File: src/rtl/am2901_pkg.sv
`default_nettype none
// ============================================================================
//  Module      : am2901_pkg
//  Description : Shared Am2901 instruction-field encodings, the multiply
//                sequencer state type and a helper to pack instruction words.
//  Revision    : 1.0  initial release
// ============================================================================
package am2901_pkg;

    // Source operand select, instruction bits [2:0]: R,S pair fed to the ALU
    localparam logic [2:0] SRC_AQ = 3'd0;  // R=A, S=Q
    localparam logic [2:0] SRC_AB = 3'd1;  // R=A, S=B
    localparam logic [2:0] SRC_ZQ = 3'd2;  // R=0, S=Q
    localparam logic [2:0] SRC_ZB = 3'd3;  // R=0, S=B
    localparam logic [2:0] SRC_ZA = 3'd4;  // R=0, S=A
    localparam logic [2:0] SRC_DA = 3'd5;  // R=D, S=A
    localparam logic [2:0] SRC_DQ = 3'd6;  // R=D, S=Q
    localparam logic [2:0] SRC_DZ = 3'd7;  // R=D, S=0

    // ALU function, instruction bits [5:3]
    localparam logic [2:0] FN_ADD   = 3'd0;  // R + S
    localparam logic [2:0] FN_SUBR  = 3'd1;  // S - R
    localparam logic [2:0] FN_SUBS  = 3'd2;  // R - S
    localparam logic [2:0] FN_OR    = 3'd3;  // R | S
    localparam logic [2:0] FN_AND   = 3'd4;  // R & S
    localparam logic [2:0] FN_NOTRS = 3'd5;  // ~R & S
    localparam logic [2:0] FN_EXOR  = 3'd6;  // R ^ S
    localparam logic [2:0] FN_EXNOR = 3'd7;  // ~(R ^ S)

    // Destination control, instruction bits [8:6]
    localparam logic [2:0] DST_QREG  = 3'd0;  // F -> Q
    localparam logic [2:0] DST_NOP   = 3'd1;  // no write, Y = F
    localparam logic [2:0] DST_RAMA  = 3'd2;  // F -> B, Y = A
    localparam logic [2:0] DST_RAMF  = 3'd3;  // F -> B, Y = F
    localparam logic [2:0] DST_RAMQD = 3'd4;  // F/2 -> B, Q/2 -> Q
    localparam logic [2:0] DST_RAMD  = 3'd5;  // F/2 -> B
    localparam logic [2:0] DST_RAMQU = 3'd6;  // 2F -> B, 2Q -> Q
    localparam logic [2:0] DST_RAMU  = 3'd7;  // 2F -> B

    // Idle instruction: NOP destination, OR, ZA -- touches no register
    localparam logic [8:0] NOP_INSTR = 9'o134;

    // Multiply sequencer states
    typedef enum logic [2:0] {
        ST_IDLE = 3'd0,
        ST_LDM  = 3'd1,
        ST_LDQ  = 3'd2,
        ST_CLR  = 3'd3,
        ST_MUL  = 3'd4,
        ST_RDH  = 3'd5,
        ST_RDL  = 3'd6,
        ST_DONE = 3'd7
    } seq_state_e;

    // Pack the three fields into an Am2901 instruction word {dest, func, src}
    function automatic logic [8:0] mk_instr(input logic [2:0] dst,
                                            input logic [2:0] fn,
                                            input logic [2:0] src);
        return {dst, fn, src};
    endfunction

endpackage
`default_nettype wire

File: src/rtl/am2901_mul_seq.sv
`default_nettype none
// ============================================================================
//  Module      : am2901_mul_seq
//  Description : Microsequencer steering one Am2901 4-bit slice through an
//                unsigned 4x4 shift-and-add multiply. The high product nibble
//                is read from the accumulator register, the low from Q.
//  Revision    : 1.0  initial release
// ============================================================================
module am2901_mul_seq
    import am2901_pkg::*;
#(
    parameter logic [3:0] ACC_REG   = 4'd0,
    parameter logic [3:0] MCAND_REG = 4'd1,
    parameter int         N_ITER    = 4
) (
    input  logic       cp,
    input  logic       reset,
    input  logic       start,
    input  logic [3:0] mcand,
    input  logic [3:0] mplier,
    output logic       busy,
    output logic       done,
    output logic [7:0] product,
    output logic [8:0] i,
    output logic [3:0] a,
    output logic [3:0] b,
    output logic [3:0] d,
    output logic       cin,
    output logic       oe,
    output logic       ram3_drv,
    output logic       q3_drv,
    output logic       shift_en,
    input  logic       cout,
    input  logic       ram0,
    input  logic       q0,
    input  logic [3:0] y
);

    localparam int CNT_W = (N_ITER > 1) ? $clog2(N_ITER) : 1;
    localparam logic [CNT_W-1:0] CNT_LAST = CNT_W'(N_ITER - 1);

    seq_state_e       state_q,  state_d;
    logic [CNT_W-1:0] cnt_q,    cnt_d;
    logic [3:0]       mcand_q,  mcand_d;
    logic [3:0]       mplier_q, mplier_d;
    logic [7:0]       product_q, product_d;

    // State, iteration counter, operand latches and product register
    always_ff @(posedge cp) begin
        if (reset) begin
            state_q   <= ST_IDLE;
            cnt_q     <= '0;
            mcand_q   <= 4'd0;
            mplier_q  <= 4'd0;
            product_q <= 8'd0;
        end else begin
            state_q   <= state_d;
            cnt_q     <= cnt_d;
            mcand_q   <= mcand_d;
            mplier_q  <= mplier_d;
            product_q <= product_d;
        end
    end

    // Next-state, counter, operand capture and product nibble capture
    always_comb begin
        state_d   = state_q;
        cnt_d     = cnt_q;
        mcand_d   = mcand_q;
        mplier_d  = mplier_q;
        product_d = product_q;
        unique case (state_q)
            ST_IDLE: begin
                if (start) begin
                    // Operands are frozen here; input changes while busy are ignored
                    mcand_d  = mcand;
                    mplier_d = mplier;
                    state_d  = ST_LDM;
                end
            end
            ST_LDM: state_d = ST_LDQ;
            ST_LDQ: state_d = ST_CLR;
            ST_CLR: state_d = ST_MUL;
            ST_MUL: begin
                if (cnt_q == CNT_LAST) begin
                    cnt_d   = '0;
                    state_d = ST_RDH;
                end else begin
                    cnt_d = cnt_q + 1'b1;
                end
            end
            ST_RDH: begin
                product_d = {y, product_q[3:0]};
                state_d   = ST_RDL;
            end
            ST_RDL: begin
                product_d = {product_q[7:4], y};
                state_d   = ST_DONE;
            end
            ST_DONE: state_d = ST_IDLE;
            default: state_d = ST_IDLE;
        endcase
    end

    // Am2901 control pins and handshake outputs decoded from the current state
    always_comb begin
        i        = NOP_INSTR;
        a        = 4'd0;
        b        = 4'd0;
        d        = 4'd0;
        cin      = 1'b0;
        oe       = 1'b1;
        shift_en = 1'b0;
        ram3_drv = 1'b0;
        q3_drv   = 1'b0;
        busy     = 1'b0;
        done     = 1'b0;
        unique case (state_q)
            ST_IDLE: ;
            ST_LDM: begin
                // RAM[MCAND_REG] <= D + 0
                i    = mk_instr(DST_RAMF, FN_ADD, SRC_DZ);
                d    = mcand_q;
                b    = MCAND_REG;
                busy = 1'b1;
            end
            ST_LDQ: begin
                // Q <= D + 0; multiplier bits are consumed from Q's LSB
                i    = mk_instr(DST_QREG, FN_ADD, SRC_DZ);
                d    = mplier_q;
                busy = 1'b1;
            end
            ST_CLR: begin
                // RAM[ACC] <= 0 & A
                i    = mk_instr(DST_RAMF, FN_AND, SRC_ZA);
                a    = ACC_REG;
                b    = ACC_REG;
                busy = 1'b1;
            end
            ST_MUL: begin
                // ACC + (q0 ? MCAND : 0), then shift {ACC,Q} right one place.
                // The ALU carry re-enters at the top of ACC so 15x15 keeps bit 7,
                // and the bit falling out of ACC moves into the top of Q.
                i        = mk_instr(DST_RAMQD, FN_ADD, q0 ? SRC_AB : SRC_ZB);
                a        = MCAND_REG;
                b        = ACC_REG;
                shift_en = 1'b1;
                ram3_drv = cout;
                q3_drv   = ram0;
                busy     = 1'b1;
            end
            ST_RDH: begin
                // Y = ACC, high product nibble
                i    = mk_instr(DST_NOP, FN_OR, SRC_ZA);
                a    = ACC_REG;
                oe   = 1'b0;
                busy = 1'b1;
            end
            ST_RDL: begin
                // Y = Q, low product nibble
                i    = mk_instr(DST_NOP, FN_OR, SRC_ZQ);
                oe   = 1'b0;
                busy = 1'b1;
            end
            ST_DONE: done = 1'b1;
            default: ;
        endcase
    end

    assign product = product_q;

endmodule
`default_nettype wire

File: config.mk
export PLATFORM = sky130hd
export DESIGN_NAME = am2901_mul_seq
export DESIGN_NICKNAME = d
export VERILOG_FILES = /design/src/rtl/am2901_pkg.sv /design/src/rtl/am2901_mul_seq.sv
export SDC_FILE = /design/constraint.sdc
export NUM_CORES = 1
export LEC_CHECK = 0
export BUFFER_PORTS_ARGS = -buffer_cell sky130_fd_sc_hd__buf_2
export CORE_MARGIN = 2
export CORE_UTILIZATION = 53
export CTS_BUF_LIST = sky130_fd_sc_hd__clkbuf_4 sky130_fd_sc_hd__clkbuf_8
export DETAILED_ROUTE_END_ITERATION = 6
export PLACE_DENSITY = 0.92
export SYNTH_ARGS = -nofsm -noshare
export SYNTH_HDL_FRONTEND = slang
export SYNTH_SLANG_ARGS = --single-unit
File: constraint.sdc
create_clock -name cp -period 2.45 [get_ports cp]
set_input_delay 0.49 -clock cp [delete_from_list [all_inputs] [get_ports cp]]
set_output_delay 0.49 -clock cp [all_outputs]
set_load 0.02 [all_outputs]
# Word-level counts from Yosys, hierarchy flattened

Index checks and enable logic that the tools add are counted.

Bits of input ports: 18
Register bits: 21
Word-level logic and storage cells: 42
Output and inout port bits: 36

Bitwise gates (word level): 2
Muxes and demuxes: 16
$add $sub $neg: 1
Equal/unequal tests: 10
Reduce and logical (&&, ||, !) cells: 7

Operators by type and width:

| cell                | count |
|---|---|
| $pmux 9 s5          | 1 |
| $pmux 3 s8          | 1 |
| $pmux 8 s2          | 1 |
| $eq 3x3->1 const B  | 4 |
| $mux 1              | 8 |
| $pmux 4 s2          | 1 |
| $reduce_and 2->1    | 4 |
| $eq 3x2->1 const B  | 2 |
| $mux 3              | 2 |
| $reduce_or 6->1     | 1 |
| $mux 2              | 2 |
| $ne 2x2->1 const B  | 2 |
| $eq 3x1->1 const B  | 1 |
| $logic_not 3->1     | 1 |
| $add 2x1->2 const B | 1 |
| $eq 2x2->1 const B  | 1 |
| $not 1->1           | 2 |
| $reduce_or 2->1     | 1 |

# Logic depth before layout (Yosys ltp)

Gate-level depths: netlist of run 1.

Depth after elaboration: 3
Mapped depth: 4
Mapped depth without buffers: 3

# Worst setup path after synthesis of run 1

No wires, ideal clock.

Kind: reg2out
Start point: register state_q[1]
End point: output port i[0]
Stages on the path, launching flop included: 4
Data required time: 1,960 ps
Path slack: 591 ps
Arrival: 1,369 ps
Path buffers: 1
Cell sequence: dfxtp_1 > buf_4 > nor3b_1 > a21o_1

Word-level cells in the longest chain between the ends: 2
Elaborated cells between the ends (all ways): 6
Those cells by class: 5 x eq/ne; 1 x mux

RTL lines:

| what                                     | line                  | text |
|---|---|---|
| start: declaration                       | am2901_mul_seq.sv:42  | `seq_state_e state_q, state_d;` |
| start signal: assignment                 | am2901_mul_seq.sv:57  | `state_q <= state_d;` |
| $eq 3x3->1, or another cell as far along | am2901_mul_seq.sv:118 | `unique case (state_q)` |
| $pmux 9 s5 *                             | am2901_mul_seq.sv:118 |  |
| end: declaration                         | am2901_mul_seq.sv:24  | `output logic [8:0] i,` |

Mark *: on every way between the ends. The rest lies on a longest branch, timed or not.

# Worst setup path in the final report of run 1

Ends and elaborated chain as after synthesis.

==> parameters.txt, run 1 <==
Parameter                              Value

Synth
  Count of mapped cells out of synthesis ... 137
  Share of Yosys cell area claimed by the top area cell type ... 33.0%
  Post-synthesis sequential area ratio ... 33.0%
  Top area cells in the synthesized netlist ... sky130_fd_sc_hd__dfxtp_1 33%, sky130_fd_sc_hd__nand2b_1 15%, sky130_fd_sc_hd__mux2i_1 13%
  Number of warnings printed during yosys synthesis ... 0
  Post-Synthesis Mean Instance Area ... roughly 9.3 µm²
  Biggest area consumer among synthesized cells ... sky130_fd_sc_hd__dfxtp_1
  Post-synth cell types ... 30
  Total standard cell area after synthesis ... ~0.0013 mm²
  Post-synthesis register bit count ... 21

Die
  Chip Height ... 53 µm
  Die outline area ... roughly 0.0028 mm²
  Initial Utilization ... 57.0%
  Floorplan row count ... 17
  Die width ... 53 µm
  Area of the core ... roughly 0.0022 mm²
  Count of pins on the block boundary ... 54

Route
  DRC violation count after routing ... 0
  Final routed wirelength across all metal layers ... between 2000 and 2500 µm
  Routed Antenna Nets ... 0
  Total number of vias ... 1021
  Wirelength per Cell ... 12.0 µm
  Count of routing violations after the opening detailed-route iteration ... 12
  Number of iterations in the first detailed-routing pass ... 3
  Via density ... 5.00

Power
  Total power density per cell area ... 526 mW/mm²
  Design Power ... 0.000773 W
  Max rail drop VDD ... 381 µV
  Static Leak ... about 0.74 nW

Layout
  Commonest cells after routing, fill and taps aside ... 46 x sky130_fd_sc_hd__buf_2, 31 x sky130_fd_sc_hd__nand2b_1, 21 x sky130_fd_sc_hd__dfxtp_1
  Fin nets ... 196
  Commonest non-fill, non-tap cell in the layout ... sky130_fd_sc_hd__buf_2
  Diodes inserted ... 0
  End-of-flow core utilization ... 65.8%
  Fill cell total of the finished layout ... a little under 200
  Share of post-route cells with drive strength above 1 ... 32.4%
  Synthesis-to-finish area growth ... 15.5%
  Final Instance Area ... approximately 0.0015 mm²
  Final cell count without fillers ... 204

Critical path
  Crit. End Element ... output port
  Crit path launch type ... register
  Crit Path Class ... reg -> out
  Largest fanout on the critical path ... 24
  CP arrival ... 1.70 ns
  Data required, critical path ... 1.96 ns

GRT
  Global-route wire length before repair ... approximately 4100 µm
  Total track usage ... 19.6%
  Number of antenna violations at the first check in global routing ... 0
  Total gr overflow ... 0
  Pin count of the biggest net entering global routing ... 36
  Via count of the first global-routing pass ... 931

Place
  Weighted congestion reported at the end of routability-driven placement ... 0.732
  HPWL after detailed placement ... between 1500 and 2000 µm
  Quantity of I/O buffers inserted on ports ... 46
  Standard cell area after detailed placement ... 0.00144 mm²
  Cell count after placement ... 200

Timing
  Total Negative Setup Slacks ... 0 ns
  # setup viols final ... 0
  Pin slew with the least headroom to its limit ... 0.798 ns
  RSZ-0062 raised after global routing ... no
  Min Clock Period, post-route ... around 2.2 ns
  Max-slew violation count ... 0
  Worst max-slew margin expressed relative to the limit ... 46.7%
  Final Skew ... 0.00259 ns
  Maximum clock frequency ... 456 MHz
  Final number of hold-violating endpoints ... 0
  Final period utilization ... 89.5%

Clocking
  Hold Buf Count CTS ... 0
  Clock transition time at the flip-flop clock pins of the worst setup and hold paths ... 0.11 ns
  PostCTS Resize Cnt ... 0
  Maximum clock insertion buffer count ... 2
  Number of buffers inserted to repair setup after CTS ... 0
  CTS tree ... yes
  Clock latency on the worst-skew pair ... 0.30 ns
  Clock Sink Count ... 21
  Num CTS Buffers ... 3
  Maximum level of the CTS H-tree ... 1
  Root buf cell ... sky130_fd_sc_hd__clkbuf_4

Outcome
  Run status ... finished, final reports clean

Hold path
  Type of the worst min-delay path ... in -> reg

Run
  Maxcap violations ... 0
## state kept, by name, summed over array words and instances, names as in the netlist
| register | count |
|---|---|
| mcand_q | 4 |
| cnt_q | 2 |
| product | 8 |
| state_q | 3 |
| mplier_q | 4 |
## cell families after synthesis
kind of cell	Yosys count	share of synthesized area [%]
AND/OR/NAND/NOR	60	32.2
buffers and inverters	22	11.8
flip-flops	21	33.0
multiplexers	18	14.3
AO/OA/AOI/OAI	11	5.41
XOR/XNOR	3	2.07
adder cells (fa/ha/maj)	1	0.983
other	1	0.295
## power breakdown
group | internal [W] | switching, W | leakage [nW] | total (W)
registers | 0.000360 | 0.0000333 | 0.171 | 0.000393
clock network | 0.0000744 | 0.000100 | 0.0184 | 0.000175
logic | 0.0000914 | 0.000114 | 0.553 | 0.000206
total | 0.000525 | 0.000248 | 0.742 | 0.000773
## through the flow
step,setup WS [ns],hold WS (ns)
2_1_floorplan,0.591,0.448
3_3_place_gp,0.683,0.456
3_5_place_dp,0.610,0.465
4_1_cts,0.258,0.428
5_1_grt,0.132,0.436
6_report,0.258,0.435
## critical path, cell delays in order, from the launching register on
cell and delay, ns:
sky130_fd_sc_hd__dfxtp_1 0.86, sky130_fd_sc_hd__xor2_1 0.19, sky130_fd_sc_hd__a21o_1 0.21, sky130_fd_sc_hd__buf_2 0.15
## cell usage after synthesis (all sizes together)
master / n
dfxtp: 21
nand2: 3
nor3b: 3
nor4b: 1
clkbuf: 2
a21bo: 1
o31a: 1
and3: 1
ha: 1
nor2b: 3
conb: 1
buf: 18
xor2: 3
o21ai: 1
mux2: 1
inv: 2
a21o: 1
nor2: 3
mux2i: 17
a21oi: 6
a211oi: 1
and3b: 1
nand3b: 10
nor3: 2
nand2b: 31
and2: 2
## final cells by class
cell class / instances / area [µm²] / share of cell area (%)
multi-input cells: 100 / 724 / 49.3
flip-flops and latches: 21 / 420 / 28.6
repair buffers: 49 / 253 / 17.2
well taps: 28 / 35.0 / 2.38
clock buffers: 4 / 30.0 / 2.04
inverters: 2 / 7.51 / 0.511
## path summary, 6_finish.rpt
| kind | from | to | slack (ns) | cells after the start |
|---|---|---|---|---|
| setup / recovery | state_q[1] | i[0] | 0.26 | 3 |
| hold / removal | mplier[0] | mplier_q[0] | 0.44 | 3 |
| setup reg to reg | state_q[1] | product[0] | 0.86 | 2 |
| hold reg to reg | product[4] | product[4] | 0.48 | 2 |
## layer usage
metal  GRT usage (%)  vias to the layer above  part of all wire, %
met3            3.95                        2                  7.0
li1                -                      515                    -
met5               0                        -                    0
met4            5.13                        0                 0.65
met1            23.6                      464                   45
met2            35.2                       40                   47
Power figures use the tool's default switching activity.
==> run 2: changes to the inputs <==
Settings changed: ABC_AREA set to 1, CORE_MARGIN 2 to 8, CORE_UTILIZATION 53 to 51.
==> run 2 against run 1 <==
- maximum frequency up 0.93%
- combinational power up 39%
- worst hold slack worse by 0.014 ns
- register-to-register slack better by 0.16 ns
- worst setup slack better by 0.020 ns
- critical endpoint is now i[6]
- clock power down 5%
- non-clock buffer count down 1
- wire length up 15%
- synthesized area down 11%
- flip-flop and latch count unchanged
- sequential share of layout area up 2.2 points
- critical path depth up 2
==> parameters.txt, run 2 <==
Parameter                              Value

Clocking
  Hold Buf Count CTS ... 0 (unchanged)
  PostCTS Resize Cnt ... 0 (unchanged)
  Root buf cell ... sky130_fd_sc_hd__clkbuf_4
  Clock transition time at the flip-flop clock pins of the worst setup and hold paths ... 0.11 ns (about the same)
  CTS tree ... yes
  Clock Sink Count ... 21 (unchanged)
  Maximum clock insertion buffer count ... 2 (unchanged)
  Num CTS Buffers ... 3 (unchanged)
  Clock latency on the worst-skew pair ... 0.31 ns (about the same)
  Maximum level of the CTS H-tree ... 1 (unchanged)
  Number of buffers inserted to repair setup after CTS ... 0 (unchanged)

Timing
  Final Skew ... 0.00302 ns (+0.000431 ns)
  Maximum clock frequency ... 460 MHz (+0.93%)
  # setup viols final ... 0 (unchanged)
  Final period utilization ... 88.6% (-0.82 points)
  Min Clock Period, post-route ... 2.17 ns (-0.0201 ns)
  Total Negative Setup Slacks ... 0 ns (unchanged)
  Max-slew violation count ... 0 (unchanged)
  RSZ-0062 raised after global routing ... no
  Final number of hold-violating endpoints ... 0 (unchanged)

Critical path
  Setup slack of the worst register-to-register path ... 1.02 ns (+0.16 ns)
  Endpoint of the lowest-slack register-to-register path ... mplier_q[0]
  Crit. End Element ... output port
  Crit path launch type ... register
  CP Capture Point ... i[6]
  Crit Path Class ... reg -> out
  Data required, critical path ... 1.96 ns (about the same)
  CP arrival ... 1.68 ns (-0.02 ns)
  Cell depth of the worst flop-to-flop path ... 5 (+3)
  Launch point of the worst path ... state_q[1]
  Reg-to-Reg Start ... state_q[1]
  Largest fanout on the critical path ... 11 (-54%)

Die
  Chip Height ... 63.2 µm (+19%)
  Initial Utilization ... 52.8% (-4.2 points)
  Die width ... 63.2 µm (+19%)
  Die outline area ... 0.00399 mm² (+42%)
  Count of pins on the block boundary ... 54 (unchanged)
  Area of the core ... 0.00215 mm² (-3.8%)
  Floorplan row count ... 17 (unchanged)

Synth
  Share of synthesized registers carrying an async set or reset ... 0% (unchanged)
  Share of Yosys cell area claimed by the top area cell type ... 37.0% (+4.0 points)
  Count of mapped cells out of synthesis ... 175 (+28%)
  EDFF count, synth ... 0 (unchanged)
  Post-synth cell types ... 16 (-47%)
  Total standard cell area after synthesis ... 0.00113 mm² (-11%)
  Top area cells in the synthesized netlist ... sky130_fd_sc_hd__dfxtp_1 37%, sky130_fd_sc_hd__inv_1 13%, sky130_fd_sc_hd__nand2_1 10%
  Biggest area consumer among synthesized cells ... sky130_fd_sc_hd__dfxtp_1
  Synth cell count leaders ... 39 x sky130_fd_sc_hd__inv_1, 31 x sky130_fd_sc_hd__nand2_1, 24 x sky130_fd_sc_hd__nor2_1
  Post-synthesis sequential area ratio ... 37.0% (+4.0 points)
  Number of warnings printed during yosys synthesis ... 0 (unchanged)
  Most used flip-flop cell after synthesis ... sky130_fd_sc_hd__dfxtp_1
  Post-Synthesis Mean Instance Area ... 6.48 µm² (-30%)
  Leading cell type by number of instances after synthesis ... sky130_fd_sc_hd__inv_1
  Post-synthesis register bit count ... 21 (unchanged)

Layout
  Commonest non-fill, non-tap cell in the layout ... sky130_fd_sc_hd__buf_2
  Synthesis-to-finish area growth ... 20.3%
  Diodes inserted ... 0 (unchanged)
  End-of-flow core utilization ... 63.5% (-2.3 points)
  Fin nets ... 238 (+21%)
  Share of post-route cells with drive strength above 1 ... 24.8% (-7.6 points)
  Commonest cells after routing, fill and taps aside ... 46 x sky130_fd_sc_hd__buf_2, 39 x sky130_fd_sc_hd__inv_1, 31 x sky130_fd_sc_hd__nand2_1
  Final Instance Area ... 0.00137 mm² (-7.1%)
  Number of flip-flops in the largest register ... 8 (unchanged)

GRT
  Number of antenna violations at the first check in global routing ... 0 (unchanged)
  Total track usage ... 13.6% (-6.0 points)
  Pin count of the biggest net entering global routing ... 17 (-53%)
  Via count of the first global-routing pass ... 1095 (+18%)
  Global-route wire length before repair ... 4520 µm (+11%)
  Total gr overflow ... 0 (unchanged)

Route
  Total number of vias ... 1159 (+14%)
  Number of iterations in the first detailed-routing pass ... 4 (+1)
  DRC violation count after routing ... 0 (unchanged)
  Final routed wirelength across all metal layers ... 2810 µm (+15%)
  Via density ... 4.71 (-5.9%)
  Wirelength per Cell ... 11.4 µm (-5.0%)
  Routed Antenna Nets ... 0 (unchanged)
  Count of routing violations after the opening detailed-route iteration ... 29 (+17)

Place
  HPWL after detailed placement ... 2180 µm (+18%)
  Quantity of I/O buffers inserted on ports ... 46 (unchanged)
  Standard cell area after detailed placement ... 0.00134 mm² (-7.1%)
  Weighted congestion reported at the end of routability-driven placement ... 0.820 (+12%)

Power
  Max rail drop VDD ... 341 µV (-11%)
  Static Leak ... 0.814 nW (+9.8%)
  Total power density per cell area ... 614 mW/mm² (+17%)

Run
  Maxcap violations ... 0 (unchanged)

Outcome
  Run status ... finished, final reports clean

Hold path
  Type of the worst min-delay path ... in -> reg
[run 2: cell count changes after synthesis, moves of 7 or more]
cell	change
sky130_fd_sc_hd__nand2b_1	-31
sky130_fd_sc_hd__inv_1	+37
sky130_fd_sc_hd__nand3_1	+9
sky130_fd_sc_hd__nand3b_1	-8
sky130_fd_sc_hd__nand4_1	+12
sky130_fd_sc_hd__nor2_1	+21
sky130_fd_sc_hd__nand2_1	+28
sky130_fd_sc_hd__o21ai_0	+7
sky130_fd_sc_hd__mux2i_1	-17
[run 2: kinds of logic after synthesis]
logic type	count (synthesis)	synth area share, %
other cells	1	0.330
compound gates	19	8.82
simple gates	79	31.0
flops	21	37.0
fa+ha+maj	1	1.10
buf+inv	54	21.7
[run 2: worst min-delay path by stage]
stage | startpoint | endpoint | slack (ns) | cells after the start
floorplan | cnt_q[0] | cnt_q[0] | 0.44 | 2
global placement | product[2] | product[2] | 0.45 | 2
detailed placement | product[3] | product[3] | 0.45 | 2
CTS | reset | product[2] | 0.41 | 2
global route | reset | product[2] | 0.41 | 2
finish | reset | product[2] | 0.42 | 2
[run 2: layer usage]
metal | GRT usage [%] | part of all wire (%) | up-vias
met3 | 4.24 | 6.5 | 5
met2 | 24.6 | 52 | 45
met1 | 13.5 | 39 | 498
li1 | - | - | 611
met5 | 0 | 0 | -
met4 | 7.80 | 2.2 | 0
[run 2: critical path, stage by stage, from the launching register on]
cell	delay, ns
sky130_fd_sc_hd__dfxtp_1	0.59
sky130_fd_sc_hd__inv_1	0.08
sky130_fd_sc_hd__nand3_1	0.25
sky130_fd_sc_hd__nand2_1	0.12
sky130_fd_sc_hd__nand3b_1	0.17
sky130_fd_sc_hd__buf_2	0.17
[run 2: report_power, final]
group          internal (W)  switching (W)  total, W
clock network     0.0000610       0.000105  0.000166
registers          0.000367      0.0000183  0.000386
logic             0.0000900       0.000196  0.000286
[run 2: final cells by class]
class | count | area, µm²
inverter | 39 | 146
clock buffer | 3 | 22.5
timing repair buffer | 48 | 245
sequential | 21 | 420
tap | 28 | 35.0
clock inverter | 1 | 5.00
fill | 216 | 783
multi-input combinational | 106 | 490
[run 2: per-stage QoR]
stage	total power, W	worst slack, ns	std cells	hold WS [ns]
finish	0.000838	0.278	246	0.421
global route	0.000899	0.162	246	0.407
CTS	0.000846	0.280	246	0.410
detailed placement	0.000680	0.640	242	0.452
global placement	0.000674	0.695	242	0.450
floorplan	0.000610	0.689	181	0.438
==> run 3: changes to the inputs <==
Settings changed: ABC_AREA 1 to not set, CORE_UTILIZATION 51 to 53, REMOVE_ABC_BUFFERS set to 1.
==> run 3 against run 2 <==
- die area increased by 5.9%
- critical path type unchanged
- highest routed layer unchanged
- critical path depth decreased by 2
- via count shrank 13%
- wire length is 3.8% lower
- non-clock buffer count grew 1
- clock power is 5% higher
==> parameters.txt, run 3 (same netlist as run 1, synthesis figures left out) <==
Parameter                              Value

Route
  Total number of vias ... 1011 (-13%)
  Final routed wirelength across all metal layers ... 2700 µm (-3.8%)
  Wirelength per Cell ... 13.3 µm (+16%)
  Via density ... 4.96 (+5.2%)
  Count of routing violations after the opening detailed-route iteration ... 44 (+52%)
  Number of iterations in the first detailed-routing pass ... 4 (unchanged)
  Routed Antenna Nets ... 0 (unchanged)
  DRC violation count after routing ... 0 (unchanged)

GRT
  Total gr overflow ... 0 (unchanged)
  Number of antenna violations at the first check in global routing ... 0 (unchanged)
  Global-route wire length before repair ... 4470 µm (-1.1%)
  Pin count of the biggest net entering global routing ... 36 (+19)
  Via count of the first global-routing pass ... 1077 (-1.6%)
  Total track usage ... 12.7% (-0.91 points)

Clocking
  Num CTS Buffers ... 3 (unchanged)
  PostCTS Resize Cnt ... 0 (unchanged)
  Hold Buf Count CTS ... 0 (unchanged)
  CTS tree ... yes
  Number of buffers inserted to repair setup after CTS ... 0 (unchanged)
  Clock Sink Count ... 21 (unchanged)
  Root buf cell ... sky130_fd_sc_hd__clkbuf_4
  Maximum clock insertion buffer count ... 2 (unchanged)
  Clock latency on the worst-skew pair ... 0.30 ns (about the same)
  Clock transition time at the flip-flop clock pins of the worst setup and hold paths ... 0.11 ns (about the same)
  Maximum level of the CTS H-tree ... 1 (unchanged)

Run
  Maxcap violations ... 0 (unchanged)

Power
  Max rail drop VDD ... 397 µV (+17%)
  Static Leak ... 0.742 nW (-8.9%)
  Total power density per cell area ... 528 mW/mm² (-14%)

Layout
  Synthesis-to-finish area growth ... 15.5%
  Commonest cells after routing, fill and taps aside ... 46 x sky130_fd_sc_hd__buf_2, 31 x sky130_fd_sc_hd__nand2b_1, 21 x sky130_fd_sc_hd__dfxtp_1
  Number of flip-flops in the largest register ... 8 (unchanged)
  Fin nets ... 196 (-18%)
  Commonest non-fill, non-tap cell in the layout ... sky130_fd_sc_hd__buf_2
  Fill cell total of the finished layout ... 203 (-6.0%)
  Share of post-route cells with drive strength above 1 ... 32.4% (+7.6 points)
  End-of-flow core utilization ... 65.8% (+2.3 points)
  Diodes inserted ... 0 (unchanged)

Critical path
  Peak per-stage delay on the critical path ... 0.88 ns (+0.29 ns)
  Sum of buffers and inverters on the critical path ... 1 (-1)
  Crit path launch type ... register
  Crit. End Element ... output port
  CP max stage cell ... sky130_fd_sc_hd__dfxtp_1
  CP arrival ... 1.72 ns (+0.04 ns)
  Data required, critical path ... 1.96 ns (about the same)
  Largest delay contributor family on the critical path ... flip-flops
  Crit Path Class ... reg -> out
  Critical-path cell list ... nand3b_1 > a21oi_1 > buf_2
  Largest fanout on the critical path ... 24 (+13)

Timing
  Max-slew violation count ... 0 (unchanged)
  Final period utilization ... 90.3% (+1.6 points)
  # setup viols final ... 0 (unchanged)
  Pin slew with the least headroom to its limit ... 0.826 ns
  Maximum clock frequency ... 452 MHz (-1.8%)
  Min Clock Period, post-route ... 2.21 ns (+0.0397 ns)
  RSZ-0062 raised after global routing ... no
  Final Skew ... 0.00514 ns (+0.00212 ns)
  Worst max-slew margin expressed relative to the limit ... 44.8%
  Final number of hold-violating endpoints ... 0 (unchanged)
  Total Negative Setup Slacks ... 0 ns (unchanged)

Die
  Floorplan row count ... 17 (unchanged)
  Die outline area ... 0.00423 mm² (+5.9%)
  Count of pins on the block boundary ... 54 (unchanged)
  Area of the core ... 0.00223 mm² (+4.0%)
  Initial Utilization ... 57.0% (+4.2 points)
  Die width ... 65 µm (+2.9%)
  Chip Height ... 65 µm (+2.9%)

Hold path
  Type of the worst min-delay path ... in -> reg

Place
  Weighted congestion reported at the end of routability-driven placement ... 0.723 (-12%)
  HPWL after detailed placement ... 2110 µm (-3.1%)
  Quantity of I/O buffers inserted on ports ... 46 (unchanged)

Outcome
  Run status ... finished, final reports clean
-- run 3: cell count changes in the layout (fill, tap and decap cells not counted), sizes merged, moves of 4 or more --
cell,before,now
nand3b,1,10
nand4,12,0
mux2i,0,17
nor2,25,3
inv,39,2
nand2b,0,31
nand2,31,3
nand3,9,0
o21ai,8,1
o22ai,4,0
-- run 3: area by class of cell --
class | count | area [µm²] | share of cell area (%)
multi-input combinational | 100 | 724 | 49.3
sequential | 21 | 420 | 28.6
timing repair buffer | 49 | 253 | 17.2
tap | 28 | 35.0 | 2.38
clock buffer | 4 | 30.0 | 2.04
inverter | 2 | 7.51 | 0.511
-- run 3: routing by layer --
metal / share of wire, % / wire (µm) / track usage (%) / up-vias
li1: - / - / - / 511
met1: 41 / 1110 / 12.4 / 456
met2: 47 / 1280 / 23.7 / 38
met3: 9.5 / 256 / 4.30 / 6
met4: 1.8 / 48 / 5.72 / 0
met5: 0 / 0 / 0 / -
-- run 3: final timing paths --
kind	startpoint	endpoint	slack (ns)	depth (start not counted)
setup reg to reg	state_q[1]	mplier_q[3]	0.81	3
hold / removal	mcand[3]	mcand_q[3]	0.44	3
setup / recovery	state_q[1]	d[2]	0.24	3
hold reg to reg	mcand_q[3]	mcand_q[3]	0.48	2
-- run 3: where the power goes --
group          switching (W)  internal (W)
logic               0.000122     0.0000914
registers          0.0000279      0.000360
clock network       0.000101     0.0000745
-- run 3: tightest hold or removal path: stages --
cell and delay [ns]:
sky130_fd_sc_hd__buf_2 0.09, sky130_fd_sc_hd__nand2b_1 0.05, sky130_fd_sc_hd__mux2i_1 0.06
-- run 3: metrics by stage --
| stage | hold slack, ns | setup WS (ns) | total power, W | cells | cell area [µm²] |
|---|---|---|---|---|---|
| after floorplan | 0.448 | 0.331 | 0.000534 | 123 | 1150 |
| after global placement | 0.456 | 0.663 | 0.000599 | 200 | 1440 |
| after detailed placement | 0.464 | 0.598 | 0.000609 | 200 | 1440 |
| after CTS | 0.430 | 0.252 | 0.000786 | 204 | 1470 |
| after global routing | 0.424 | 0.104 | 0.000819 | 204 | 1470 |
| final | 0.436 | 0.239 | 0.000776 | 204 | 1470 |
